[config.mk]
export PLATFORM = sky130hd
export DESIGN_NAME = ps2_move_ctrl_flat
export DESIGN_NICKNAME = d
export VERILOG_FILES = /design/src/rtl/game_pkg.sv /design/src/rtl/ps2_move_ctrl_if.sv /design/src/rtl/ps2_move_ctrl_rx.sv /design/src/rtl/ps2_move_ctrl.sv /design/src/flat_wrapper.sv
export SDC_FILE = /design/constraint.sdc
export NUM_CORES = 1
export LEC_CHECK = 0
export CAP_MARGIN = 10
export CORE_AREA = 2 2 134 110
export CTS_CLUSTER_SIZE = 30
export DETAILED_ROUTE_END_ITERATION = 16
export DIE_AREA = 0 0 136 112
export PLACE_DENSITY = 0.73
export SLEW_MARGIN = 15
export SYNTH_ARGS = -nofsm -noshare
export SYNTH_HDL_FRONTEND = slang
export SYNTH_SLANG_ARGS = --single-unit
[constraint.sdc]
create_clock -name sys_clk -period 3.2 [get_ports sys_clk]
set_clock_uncertainty 0.1 [all_clocks]
set_input_delay 0.48 -clock sys_clk [delete_from_list [all_inputs] [get_ports sys_clk]]
set_output_delay 0.48 -clock sys_clk [all_outputs]
set_load 0.01 [all_outputs]
[src/rtl/game_pkg.sv]
// ---------------------------------------------------------------------------
// game_pkg
// Shared constants and helpers for the digger keyboard front end:
//   - 3-bit direction codes (dmov encoding)
//   - PS/2 prefix bytes (extended, break)
//   - per-player scancode map and lookup
//   - direction priority function (up > down > left > right)
// Held-key masks use bit 0 = up, 1 = down, 2 = left, 3 = right.
// Revision: 1.0
// ---------------------------------------------------------------------------
`default_nettype none

package game_pkg;

  localparam logic [2:0] DIR_NONE  = 3'd0;
  localparam logic [2:0] DIR_UP    = 3'd1;
  localparam logic [2:0] DIR_DOWN  = 3'd2;
  localparam logic [2:0] DIR_LEFT  = 3'd3;
  localparam logic [2:0] DIR_RIGHT = 3'd4;

  localparam logic [7:0] PS2_EXT = 8'hE0;
  localparam logic [7:0] PS2_BRK = 8'hF0;

  // Player 0: extended arrow keys
  localparam logic [7:0] P0_UP    = 8'h75;
  localparam logic [7:0] P0_DOWN  = 8'h72;
  localparam logic [7:0] P0_LEFT  = 8'h6B;
  localparam logic [7:0] P0_RIGHT = 8'h74;

  // Player 1: W/S/A/D, non-extended
  localparam logic [7:0] P1_UP    = 8'h1D;
  localparam logic [7:0] P1_DOWN  = 8'h1B;
  localparam logic [7:0] P1_LEFT  = 8'h1C;
  localparam logic [7:0] P1_RIGHT = 8'h23;

  typedef enum logic [1:0] {
    RX_IDLE   = 2'd0,
    RX_DATA   = 2'd1,
    RX_PARITY = 2'd2,
    RX_STOP   = 2'd3
  } rx_state_t;

  // Highest-priority direction present in a held mask. A one-hot mask
  // maps straight to its own direction, so this doubles as a decoder.
  function automatic logic [2:0] mask_dir(input logic [3:0] m);
    if (m[0])      return DIR_UP;
    else if (m[1]) return DIR_DOWN;
    else if (m[2]) return DIR_LEFT;
    else if (m[3]) return DIR_RIGHT;
    else           return DIR_NONE;
  endfunction

  // One-hot mask bit for a scancode belonging to the given player, or 0.
  function automatic logic [3:0] key_lookup(input int unsigned player,
                                            input logic [7:0] code,
                                            input logic ext);
    logic [3:0] m;
    m = 4'b0000;
    if (player == 0 && ext) begin
      case (code)
        P0_UP:    m = 4'b0001;
        P0_DOWN:  m = 4'b0010;
        P0_LEFT:  m = 4'b0100;
        P0_RIGHT: m = 4'b1000;
        default:  m = 4'b0000;
      endcase
    end else if (player == 1 && !ext) begin
      case (code)
        P1_UP:    m = 4'b0001;
        P1_DOWN:  m = 4'b0010;
        P1_LEFT:  m = 4'b0100;
        P1_RIGHT: m = 4'b1000;
        default:  m = 4'b0000;
      endcase
    end
    return m;
  endfunction

endpackage

`default_nettype wire

[src/rtl/ps2_move_ctrl_if.sv]
// ---------------------------------------------------------------------------
// ps2_move_ctrl_if
// Bundle between the keyboard front end and the game logic.
//   ps2_clk, ps2_data : raw PS/2 lines into the controller
//   dmov              : 3 bits per player direction
//   mov_stb           : per-player move strobe
//   key_pressed       : any mapped direction key held
//   scan_code/scan_vld: last valid received byte and its update pulse
//   frame_err         : receive error pulse
// master = controller side, slave = game/keyboard side.
// Revision: 1.0
// ---------------------------------------------------------------------------
`default_nettype none

interface ps2_move_ctrl_if #(
  parameter int NUM_PLAYERS = 2
);
  logic                     ps2_clk;
  logic                     ps2_data;
  logic [3*NUM_PLAYERS-1:0] dmov;
  logic [NUM_PLAYERS-1:0]   mov_stb;
  logic                     key_pressed;
  logic [7:0]               scan_code;
  logic                     scan_vld;
  logic                     frame_err;

  modport master (
    input  ps2_clk, ps2_data,
    output dmov, mov_stb, key_pressed, scan_code, scan_vld, frame_err
  );

  modport slave (
    output ps2_clk, ps2_data,
    input  dmov, mov_stb, key_pressed, scan_code, scan_vld, frame_err
  );
endinterface

`default_nettype wire

[src/rtl/ps2_move_ctrl_rx.sv]
// ---------------------------------------------------------------------------
// ps2_rx
// PS/2 frame receiver: synchronises the raw lines, detects falling edges
// of the PS/2 clock and assembles start/8 data/odd parity/stop frames.
// A partial frame with no clock edge for TIMEOUT_CYC cycles is abandoned.
//   clk, rst           : system clock, asynchronous active-high reset
//   ps2_clk, ps2_data  : raw asynchronous PS/2 lines
//   scan_code          : last valid byte
//   scan_vld           : one-cycle pulse when scan_code is loaded
//   frame_err          : one-cycle pulse on parity/stop/timeout error
// Revision: 1.0
// ---------------------------------------------------------------------------
`default_nettype none

module ps2_rx
  import game_pkg::*;
#(
  parameter int SYNC_STAGES = 2,
  parameter int TIMEOUT_CYC = 20000
) (
  input  wire logic       clk,
  input  wire logic       rst,
  input  wire logic       ps2_clk,
  input  wire logic       ps2_data,
  output logic [7:0]      scan_code,
  output logic            scan_vld,
  output logic            frame_err
);

  localparam int TW = $clog2(TIMEOUT_CYC + 1);

  logic [SYNC_STAGES-1:0] clk_sync;
  logic [SYNC_STAGES-1:0] data_sync;
  logic                   clk_d;
  logic                   clk_s;
  logic                   data_s;
  logic                   fall;
  logic                   timeout;

  rx_state_t              state;
  rx_state_t              state_nx;
  logic [2:0]             bit_cnt;
  logic [7:0]             shift;
  logic                   par;
  logic [TW-1:0]          to_cnt;

  // Lines idle high, so the synchroniser resets high to avoid a false edge.
  always_ff @(posedge clk or posedge rst) begin
    if (rst) begin
      clk_sync  <= '1;
      data_sync <= '1;
      clk_d     <= 1'b1;
    end else begin
      clk_sync[0]  <= ps2_clk;
      data_sync[0] <= ps2_data;
      for (int i = 1; i < SYNC_STAGES; i++) begin
        clk_sync[i]  <= clk_sync[i-1];
        data_sync[i] <= data_sync[i-1];
      end
      clk_d <= clk_s;
    end
  end

  assign clk_s   = clk_sync[SYNC_STAGES-1];
  assign data_s  = data_sync[SYNC_STAGES-1];
  assign fall    = clk_d & ~clk_s;
  assign timeout = (state != RX_IDLE) && (to_cnt == TW'(TIMEOUT_CYC));

  always_ff @(posedge clk or posedge rst) begin
    if (rst) state <= RX_IDLE;
    else     state <= state_nx;
  end

  always_comb begin
    state_nx = state;
    if (timeout) begin
      state_nx = RX_IDLE;
    end else if (fall) begin
      case (state)
        RX_IDLE:   if (!data_s) state_nx = RX_DATA;
        RX_DATA:   if (bit_cnt == 3'd7) state_nx = RX_PARITY;
        RX_PARITY: state_nx = RX_STOP;
        RX_STOP:   state_nx = RX_IDLE;
        default:   state_nx = RX_IDLE;
      endcase
    end
  end

  always_ff @(posedge clk or posedge rst) begin
    if (rst) begin
      bit_cnt   <= 3'd0;
      shift     <= 8'h00;
      par       <= 1'b0;
      to_cnt    <= '0;
      scan_code <= 8'h00;
      scan_vld  <= 1'b0;
      frame_err <= 1'b0;
    end else begin
      scan_vld  <= 1'b0;
      frame_err <= 1'b0;

      if (fall || state == RX_IDLE) to_cnt <= '0;
      else                          to_cnt <= to_cnt + 1'b1;

      if (timeout) begin
        frame_err <= 1'b1;
      end else if (fall) begin
        case (state)
          RX_IDLE: bit_cnt <= 3'd0;
          RX_DATA: begin
            shift   <= {data_s, shift[7:1]};
            bit_cnt <= bit_cnt + 3'd1;
          end
          RX_PARITY: par <= data_s;
          RX_STOP: begin
            if (data_s && (^{shift, par})) begin
              scan_code <= shift;
              scan_vld  <= 1'b1;
            end else begin
              frame_err <= 1'b1;
            end
          end
          default: ;
        endcase
      end
    end
  end

endmodule

`default_nettype wire

[src/rtl/ps2_move_ctrl.sv]
// ---------------------------------------------------------------------------
// ps2_move_ctrl
// Keyboard-to-movement front end: receives PS/2 bytes, tracks E0/F0
// prefixes, keeps a held-key mask and current direction per player and
// issues a move strobe on every direction change plus auto-repeat strobes
// every REPEAT_CYC cycles while a direction is held.
//   sys_clk, rst_key : system clock, asynchronous active-high reset
//   bus (master)     : PS/2 lines in; dmov/mov_stb/key_pressed/
//                      scan_code/scan_vld/frame_err out
// Revision: 1.0
// ---------------------------------------------------------------------------
`default_nettype none

module ps2_move_ctrl
  import game_pkg::*;
#(
  parameter int NUM_PLAYERS = 2,
  parameter int SYNC_STAGES = 2,
  parameter int TIMEOUT_CYC = 20000,
  parameter int REPEAT_CYC  = 2500000
) (
  input  wire logic       sys_clk,
  input  wire logic       rst_key,
  ps2_move_ctrl_if.master bus
);

  localparam int RW = $clog2(REPEAT_CYC + 1);

  logic [7:0]               scan_code;
  logic                     scan_vld;
  logic                     frame_err;
  logic                     ext;
  logic                     brk;
  logic                     lookup;
  logic [4*NUM_PLAYERS-1:0] held_all;

  ps2_rx #(
    .SYNC_STAGES (SYNC_STAGES),
    .TIMEOUT_CYC (TIMEOUT_CYC)
  ) u_rx (
    .clk       (sys_clk),
    .rst       (rst_key),
    .ps2_clk   (bus.ps2_clk),
    .ps2_data  (bus.ps2_data),
    .scan_code (scan_code),
    .scan_vld  (scan_vld),
    .frame_err (frame_err)
  );

  assign bus.scan_code   = scan_code;
  assign bus.scan_vld    = scan_vld;
  assign bus.frame_err   = frame_err;
  assign bus.key_pressed = |held_all;

  // Prefix bytes only arm flags; any other byte consumes them.
  assign lookup = scan_vld && (scan_code != PS2_EXT) && (scan_code != PS2_BRK);

  always_ff @(posedge sys_clk or posedge rst_key) begin
    if (rst_key) begin
      ext <= 1'b0;
      brk <= 1'b0;
    end else if (scan_vld) begin
      if (scan_code == PS2_EXT) begin
        ext <= 1'b1;
      end else if (scan_code == PS2_BRK) begin
        brk <= 1'b1;
      end else begin
        ext <= 1'b0;
        brk <= 1'b0;
      end
    end
  end

  for (genvar p = 0; p < NUM_PLAYERS; p++) begin : g_player
    logic [3:0]    key;
    logic [3:0]    held;
    logic [3:0]    held_nx;
    logic [2:0]    last;
    logic [2:0]    last_nx;
    logic          evt;
    logic [RW-1:0] rcnt;
    logic          stb;

    always_comb begin
      key     = key_lookup(p, scan_code, ext);
      held_nx = held;
      last_nx = last;
      evt     = 1'b0;
      if (lookup && key != 4'b0000) begin
        if (!brk) begin
          held_nx = held | key;
          // Typematic repeats of the current direction are silent.
          if (mask_dir(key) != last) begin
            last_nx = mask_dir(key);
            evt     = 1'b1;
          end
        end else if ((held & key) != 4'b0000) begin
          held_nx = held & ~key;
          // Releasing the active key falls back to the best still-held one.
          if (mask_dir(key) == last) begin
            last_nx = mask_dir(held_nx);
            evt     = (last_nx != DIR_NONE);
          end
        end
      end
    end

    always_ff @(posedge sys_clk or posedge rst_key) begin
      if (rst_key) begin
        held <= 4'b0000;
        last <= DIR_NONE;
        rcnt <= '0;
        stb  <= 1'b0;
      end else begin
        held <= held_nx;
        last <= last_nx;
        stb  <= 1'b0;
        // A change event takes precedence over expiry: one pulse, one reload.
        if (evt) begin
          rcnt <= RW'(REPEAT_CYC - 1);
          stb  <= 1'b1;
        end else if (last_nx == DIR_NONE) begin
          rcnt <= '0;
        end else if (rcnt == '0) begin
          rcnt <= RW'(REPEAT_CYC - 1);
          stb  <= 1'b1;
        end else begin
          rcnt <= rcnt - 1'b1;
        end
      end
    end

    assign bus.dmov[3*p +: 3]     = last;
    assign bus.mov_stb[p]         = stb;
    assign held_all[4*p +: 4]     = held;
  end

endmodule

`default_nettype wire

[src/flat_wrapper.sv]
// flat-port wrapper written by rule: the top's interface ports become plain ports
module ps2_move_ctrl_flat import game_pkg::*;
#(
  parameter int NUM_PLAYERS = 2,
  parameter int SYNC_STAGES = 2,
  parameter int TIMEOUT_CYC = 20000,
  parameter int REPEAT_CYC  = 2500000
)
  (sys_clk, rst_key, bus_ps2_clk, bus_ps2_data, bus_dmov, bus_mov_stb, bus_key_pressed, bus_scan_code, bus_scan_vld, bus_frame_err);
  ps2_move_ctrl_if #(.NUM_PLAYERS(NUM_PLAYERS)) bus_i ();
  input  wire logic sys_clk;
  input  wire logic rst_key;
  input wire logic [$bits(bus_i.ps2_clk)-1:0] bus_ps2_clk;
  input wire logic [$bits(bus_i.ps2_data)-1:0] bus_ps2_data;
  output wire logic [$bits(bus_i.dmov)-1:0] bus_dmov;
  output wire logic [$bits(bus_i.mov_stb)-1:0] bus_mov_stb;
  output wire logic [$bits(bus_i.key_pressed)-1:0] bus_key_pressed;
  output wire logic [$bits(bus_i.scan_code)-1:0] bus_scan_code;
  output wire logic [$bits(bus_i.scan_vld)-1:0] bus_scan_vld;
  output wire logic [$bits(bus_i.frame_err)-1:0] bus_frame_err;
  assign bus_i.ps2_clk = bus_ps2_clk;
  assign bus_i.ps2_data = bus_ps2_data;
  assign bus_dmov = bus_i.dmov;
  assign bus_mov_stb = bus_i.mov_stb;
  assign bus_key_pressed = bus_i.key_pressed;
  assign bus_scan_code = bus_i.scan_code;
  assign bus_scan_vld = bus_i.scan_vld;
  assign bus_frame_err = bus_i.frame_err;
  ps2_move_ctrl #(.NUM_PLAYERS(NUM_PLAYERS), .SYNC_STAGES(SYNC_STAGES), .TIMEOUT_CYC(TIMEOUT_CYC), .REPEAT_CYC(REPEAT_CYC)) u_core (.sys_clk(sys_clk), .rst_key(rst_key), .bus(bus_i));
endmodule
Yosys cells after proc, flatten, opt, wreduce, memory -nomap -nowiden
Cells that the tools add are included.
W data, S select, Z words.
{"block": "op_classes", "n_addsub": 4, "eq_ne": 26, "muxes": 92, "bitwise_logic": 12, "n_reduce_logical": 32}
{"op": "$mux W22", "count": 6}
{"op": "$mux W3", "count": 44}
{"op": "$logic_not A22 Y1", "count": 2}
{"op": "$sub A22 B1 Y22 const B", "count": 2}
{"op": "$eq A8 B7 Y1 const B", "count": 4}
{"op": "$pmux W4 S4", "count": 2}
{"op": "$mux W1", "count": 27}
{"op": "$eq A8 B5 Y1 const B", "count": 3}
{"op": "$mux W4", "count": 6}
{"op": "$and A4 B4 Y4", "count": 4}
{"op": "$eq A8 B8 Y1 const B", "count": 2}
{"op": "$ne A8 B8 Y1 const B", "count": 2}
{"op": "$reduce_bool A4 Y1", "count": 4}
{"op": "$add A15 B1 Y15 const B", "count": 1}
{"op": "$eq A15 B15 Y1 const B", "count": 1}
{"op": "$mux W15", "count": 1}
{"op": "$reduce_and A3 Y1", "count": 4}
{"op": "$reduce_xor A9 Y1", "count": 1}
{"op": "$eq A8 B6 Y1 const B", "count": 1}
{"op": "$mux W2", "count": 4}
{"op": "$not A4 Y4", "count": 2}
{"op": "$or A4 B4 Y4", "count": 2}
{"op": "$pmux W2 S4", "count": 1}
{"op": "$reduce_and A2 Y1", "count": 4}
{"op": "other kinds (20)", "count": 36}
{"block": "totals", "register_bits": 106, "out_inout_bits": 19}

Depth between registers and ports, before layout
{"block": "depth", "depth_word": 22, "depth_mapped": 10, "mapped_depth_nobuf": 9}

Modules after synthesis
A second synthesis with hierarchy kept.
{"block": "hier_totals", "cells_unflattened": 559, "hier_area_um2": 5665.4}
{"module": "ps2_move_ctrl", "n_inst": 1, "cells_each": 396, "area_per_inst_um2": 3668.5, "seq_area_each_um2": 1551.5}
{"module": "ps2_rx", "n_inst": 1, "cells_each": 163, "area_per_inst_um2": 1996.9, "seq_area_each_um2": 1107.3}

Worst setup path before layout
No wires, ideal clock.
{"block": "synth_timing", "path_kind": "reg2reg", "from": "register u_core.u_rx.scan_code[7]", "to": "register u_core.g_player[1].rcnt[10]", "arrival_ns": 2.689, "t_required_ns": 2.945, "slack_ns": 0.256, "path_stages_with_launch": 10, "n_path_buf": 2, "period_less_slack_ns": 2.944, "path_cell_list": "dfrtp_1 > or3_1 > buf_6 > nor3_4 > a311oi_1 > or3_4 > or4_4 > a21oi_4 > buf_6 > a22oi_2"}
{"block": "synth_between", "elab_chain_len": 20}
{"element": "from (decl)", "line_no": "ps2_move_ctrl_rx.sv:25", "text": "output logic [7:0] scan_code,"}
{"element": "from (signal assigned)", "line_no": "ps2_move_ctrl_rx.sv:117", "text": "scan_code <= shift;"}
{"element": "$eq A8 B6 Y1 / $eq A8 B5 Y1 (equally long branches)", "line_no": "game_pkg.sv:68", "text": "case (code)"}
{"element": "$pmux W4 S4", "line_no": "game_pkg.sv:68"}
{"element": "$mux W4", "line_no": "game_pkg.sv:67", "text": "end else if (player == 1 && !ext) begin"}
{"element": "$not A4 Y4", "line_no": "ps2_move_ctrl.sv:98", "text": "held_nx = held & ~key;"}
{"element": "$and A4 B4 Y4", "line_no": "ps2_move_ctrl.sv:98"}
{"element": "$mux W3", "line_no": "game_pkg.sv:49", "text": "else if (m[3]) return DIR_RIGHT;"}
{"element": "$mux W3", "line_no": "game_pkg.sv:48", "text": "else if (m[2]) return DIR_LEFT;"}
{"element": "$mux W3", "line_no": "game_pkg.sv:47", "text": "else if (m[1]) return DIR_DOWN;"}
{"element": "(+4 left out)"}
{"element": "$mux W3", "line_no": "ps2_move_ctrl.sv:89", "text": "if (lookup && key != 4'b0000) begin"}
{"element": "$mux W3", "line_no": "ps2_move_ctrl.sv:100", "text": "if (mask_dir(key) == last) begin"}
{"element": "$mux W3", "line_no": "ps2_move_ctrl.sv:97", "text": "end else if ((held & key) != 4'b0000) begin"}
{"element": "$mux W3", "line_no": "ps2_move_ctrl.sv:90", "text": "if (!brk) begin"}
{"element": "$mux W3", "line_no": "ps2_move_ctrl.sv:89"}
{"element": "$logic_not A3 Y1", "line_no": "ps2_move_ctrl.sv:122", "text": "end else if (last_nx == DIR_NONE) begin"}
{"element": "$mux W22", "line_no": "ps2_move_ctrl.sv:122"}
{"element": "$mux W22 (*)", "line_no": "ps2_move_ctrl.sv:119", "text": "if (evt) begin"}
{"element": "to (signal assigned)", "line_no": "ps2_move_ctrl.sv:120", "text": "rcnt <= RW'(REPEAT_CYC - 1);"}
{"element": "to (signal assigned)", "line_no": "ps2_move_ctrl.sv:125", "text": "rcnt <= RW'(REPEAT_CYC - 1);"}
{"element": "to (signal assigned)", "line_no": "ps2_move_ctrl.sv:128", "text": "rcnt <= rcnt - 1'b1;"}
{"element": "to (decl)", "line_no": "ps2_move_ctrl.sv:81", "text": "logic [RW-1:0] rcnt;"}
Every way passes the cells marked *; elsewhere a longest branch is shown, timed or not. The select of a mux whose other input is x is not followed.
A chain may end at the register's enable or synchronous reset.

Worst setup path after layout
{"block": "layout_timing", "from": "register u_core.u_rx.scan_code[0]", "to": "register u_core.g_player[1].rcnt[0]"}
The elaborated chain is that of the path after synthesis.

==> metrics.yaml <==
sta:
  timing.fmax_ghz: 0.324
  hold_viol: 0
  rsz0062_at_grt: "no"
  layout_setup_ws_ns: 0.113
  fin_crit_sh_pct: 96.5
  slew_headroom_pct: 59.7
  drv_slew: 0
  finalSetupViolations: 0
  finalSetupTns_ns: 0
  finalCriticalPeriod_ns: 3.09
  worst_slew_pin_slew_ns: 0.599
placement:
  numPlacedInstances: 812
  hpwl_um: 9100
  dpl_worst_slack_ns: 0.117
  place.gp.congestion: 0.889
  portBuffers: 22
clocking:
  root_buffer: "clkbuf_16"
  clkLatencyLatePin_ns: 0.36
  cts_tree: "built"
  ctsHtreeMaxLevel: 3
  clock-sinks: 106
  hold_buffers: 0
  clkTransAtPathRegs_ns: 0.07
  cts_buffers: 9
  clock_path_buffers: 2
logic_synthesis:
  synth_edf_count: 0
  synthesis.nets: 623
  synth_top_area_cell: "dfrtp_1"
  synth_area_per_cell_um2: 9.99
  synth.top_cells.by_count: "dfrtp_1, nor2_1, nand2_1"
  synth-seq-area-share_pct: 43.7
  synthCells: 609
  synth_top_family_by_area: "simple AND/OR/NAND/NOR gates"
  synthFlopType: "dfrtp_1"
  synth-adder-area-share_pct: 2.06
  synth_top_area_share_pct: 41.5
  ys_ff_latch: 106
  yosysWarnings: 0
  ys_async_sr_fraction_pct: 100
  synth_compound_area_share_pct: 17.5
  post_synth_and_or_nand_nor_area_fraction_pct: 20.5
  synth_area_leaders: "dfrtp_1, xnor2_1, nor2_1"
  synthXorXnorAreaFrac_pct: 7.92
  synth.most_common_cell: "dfrtp_1"
  synth_area_mm2: 0.00608
  synth_mux_area_share_pct: 4.15
  yosysUniqueCellTypes: 79
min_path:
  hold_path_class: "reg2reg"
cells_and_area:
  area_delta_synth_final_pct: 15.1
  diodes: 0
  seq_area_mm2: 0.00266
  stdcell_count: 829
  multi_input_area_mm2: 0.00321
  drive_above_1_share_pct: 17.8
  fill_cells: 1277
  nets: 654
  fin_util_pct: 50.2
critical_path:
  end_kind: "flip-flop"
  crit_fanout: 23
  crit_buf_inv: 1
  cp_slowest_stage_delay_ns: 0.52
  path_class: "reg2reg"
  crit_family: "simple AND/OR/NAND/NOR gates"
  crit_path_start_kind: "flip-flop"
  critPathRequiredTime_ns: 3.32
  slowest_stage: "dfrtp_1"
  cp_cell_sequence: "and3b_1, o211ai_2, a221o_1, or3_4, or4_4, a21oi_4, buf_12, a22oi_1"
  cp.arrival_ns: 3.21
die:
  dieArea_mm2: 0.0152
  ios: 23
  rows: 39
  core_mm2: 0.0140
  start_util_pct: 43.6
  fp.dieH_um: 112
  dieWidth_um: 136
global_route:
  grt_antenna_before_repair: 0
  grt_max_degree: 58
  grt_usage_pct: 19.1
  grt_pass1_wl_um: 23500
  grt-ovfl-total: 0
  grt_pass1_vias: 4822
job:
  maxCapViolCount: 0
routing:
  dr.pass1.iters: 5
  first_iter_violations: 379
  final_antenna_net_count: 0
  routedWlPerCell_um: 16.2
  via_count: 4854
  routed_wl_um: 13400
  drc: 0
  via_per_inst: 5.86
power_and_ir_drop:
  combPwrFrac_pct: 23.0
  p_int_mw: 2.50
  power_frac_clock_pct: 31.7
  p_leak_nw: 3.01
  powerDensity_mw_per_mm2: 513
  switchingPower_mw: 1.09
  power_frac_seq_pct: 45.2
  irDropWorstVdd_mv: 0.321
  sw_frac_of_total_pct: 30.4
run_status:
  status: "finished clean"
## kinds of logic (layout without fill, tap and decap cells)
family | count (synthesis) | count (layout)
AO/OA/AOI/OAI | 134 | 134
XOR/XNOR | 55 | 55
adder cells (fa/ha/maj) | 10 | 10
buffers and inverters | 55 | 91
flip-flops | 106 | 106
multiplexers | 23 | 23
AND/OR/NAND/NOR | 226 | 226
## sequential cells by signal, indices dropped and copies added (netlist names), 2 cells and up, named ones only
register,flops
u_core.u_rx.shift,8
u_core.g_player.rcnt,44
u_core.u_rx.scan_code,8
u_core.u_rx.clk_sync,2
u_core.u_rx.state,2
u_core.u_rx.data_sync,2
u_core.u_rx.bit_cnt,3
u_core.u_rx.to_cnt,15
u_core.g_player.last,6
u_core.g_player.stb,2
## timing repair
action	in CTS	in global routing
gates resized for setup	0	7
buffers inserted	0	1
endpoints found under the hold margin	0	0
setup endpoints to repair	0	44
## path summary, 6_finish.rpt
check	start	endpoint	slack [ns]	cells after the start
setup / recovery	u_core.u_rx.scan_code[0]	u_core.g_player[1].rcnt[0]	0.11	8
min in group asynchronous	rst_key	u_core.u_rx.to_cnt[14]	0.43	2
max in group asynchronous	rst_key	u_core.u_rx.clk_sync[1]	1.80	3
setup reg to reg	u_core.u_rx.scan_code[0]	u_core.g_player[1].rcnt[0]	0.11	8
hold / removal	u_core.u_rx.data_sync[0]	u_core.u_rx.data_sync[1]	0.26	0
hold reg to reg	u_core.u_rx.data_sync[0]	u_core.u_rx.data_sync[1]	0.26	0
## routing by layer
layer	vias up	wire length, um	track usage [%]
li1	2302	-	-
met1	2407	6260	26.9
met2	120	6300	29.0
met3	25	612	4.37
met4	0	214	6.04
met5	-	0	0
## cells in the final DEF (no fill, tap or decap), types with 4 or more instances in the layout
cell type | Yosys | final
xnor2_1 | 34 | 34
buf_4 | 5 | 21
a22oi_2 | 8 | 8
a21oi_1 | 17 | 16
or4_1 | 4 | 4
dfstp_2 | 5 | 5
inv_1 | 26 | 25
ha_1 | 10 | 10
a31oi_1 | 9 | 7
mux2_2 | 18 | 18
o31ai_1 | 8 | 8
nand3_1 | 17 | 17
buf_12 | 0 | 6
dfrtp_1 | 101 | 99
nand2b_1 | 8 | 8
nand4b_1 | 4 | 4
nand4_1 | 12 | 12
o21ai_0 | 16 | 16
nor3_1 | 14 | 14
nor4_1 | 10 | 10
nand2_1 | 46 | 45
o211ai_1 | 4 | 4
nor4bb_1 | 5 | 5
xor2_1 | 21 | 21
clkbuf_16 | 0 | 9
nor2b_1 | 5 | 5
nor3b_1 | 4 | 4
a311oi_1 | 10 | 10
a211oi_1 | 4 | 4
nor2_1 | 57 | 56
clkdlybuf4s50_1 | 0 | 22
a22oi_1 | 4 | 4
a21oi_2 | 12 | 13
or3_1 | 9 | 8
mux2i_1 | 5 | 4
a32oi_1 | 14 | 14
## stage by stage
step / power [mW] / instance area [um2] / hold WS (ns)
after floorplan: 2.20 / 6090 / 0.245
after global placement: 2.41 / 6670 / 0.245
after detailed placement: 2.46 / 6670 / 0.248
after CTS: 3.61 / 6970 / 0.259
after global routing: 3.78 / 7000 / 0.266
final: 3.59 / 7000 / 0.259
## power by group through the flow
stage               registers (mW)  clock network [mW]  logic, mW
global placement              1.63                   0      0.779
detailed placement            1.65                   0      0.811
finish                        1.62                1.14      0.827
floorplan                     1.61                   0      0.594
CTS                           1.62                1.18      0.817
global route                  1.65                1.22      0.910
## layout make-up
cell class | count | area share, %
clock inverter | 5 | 0.893
tap | 184 | 3.29
sequential | 106 | 38.0
clock buffer | 11 | 3.47
timing repair buffer | 49 | 7.11
multi-input combinational | 448 | 45.8
inverter | 26 | 1.45
No activity file was read; power rests on OpenSTA's default activity.
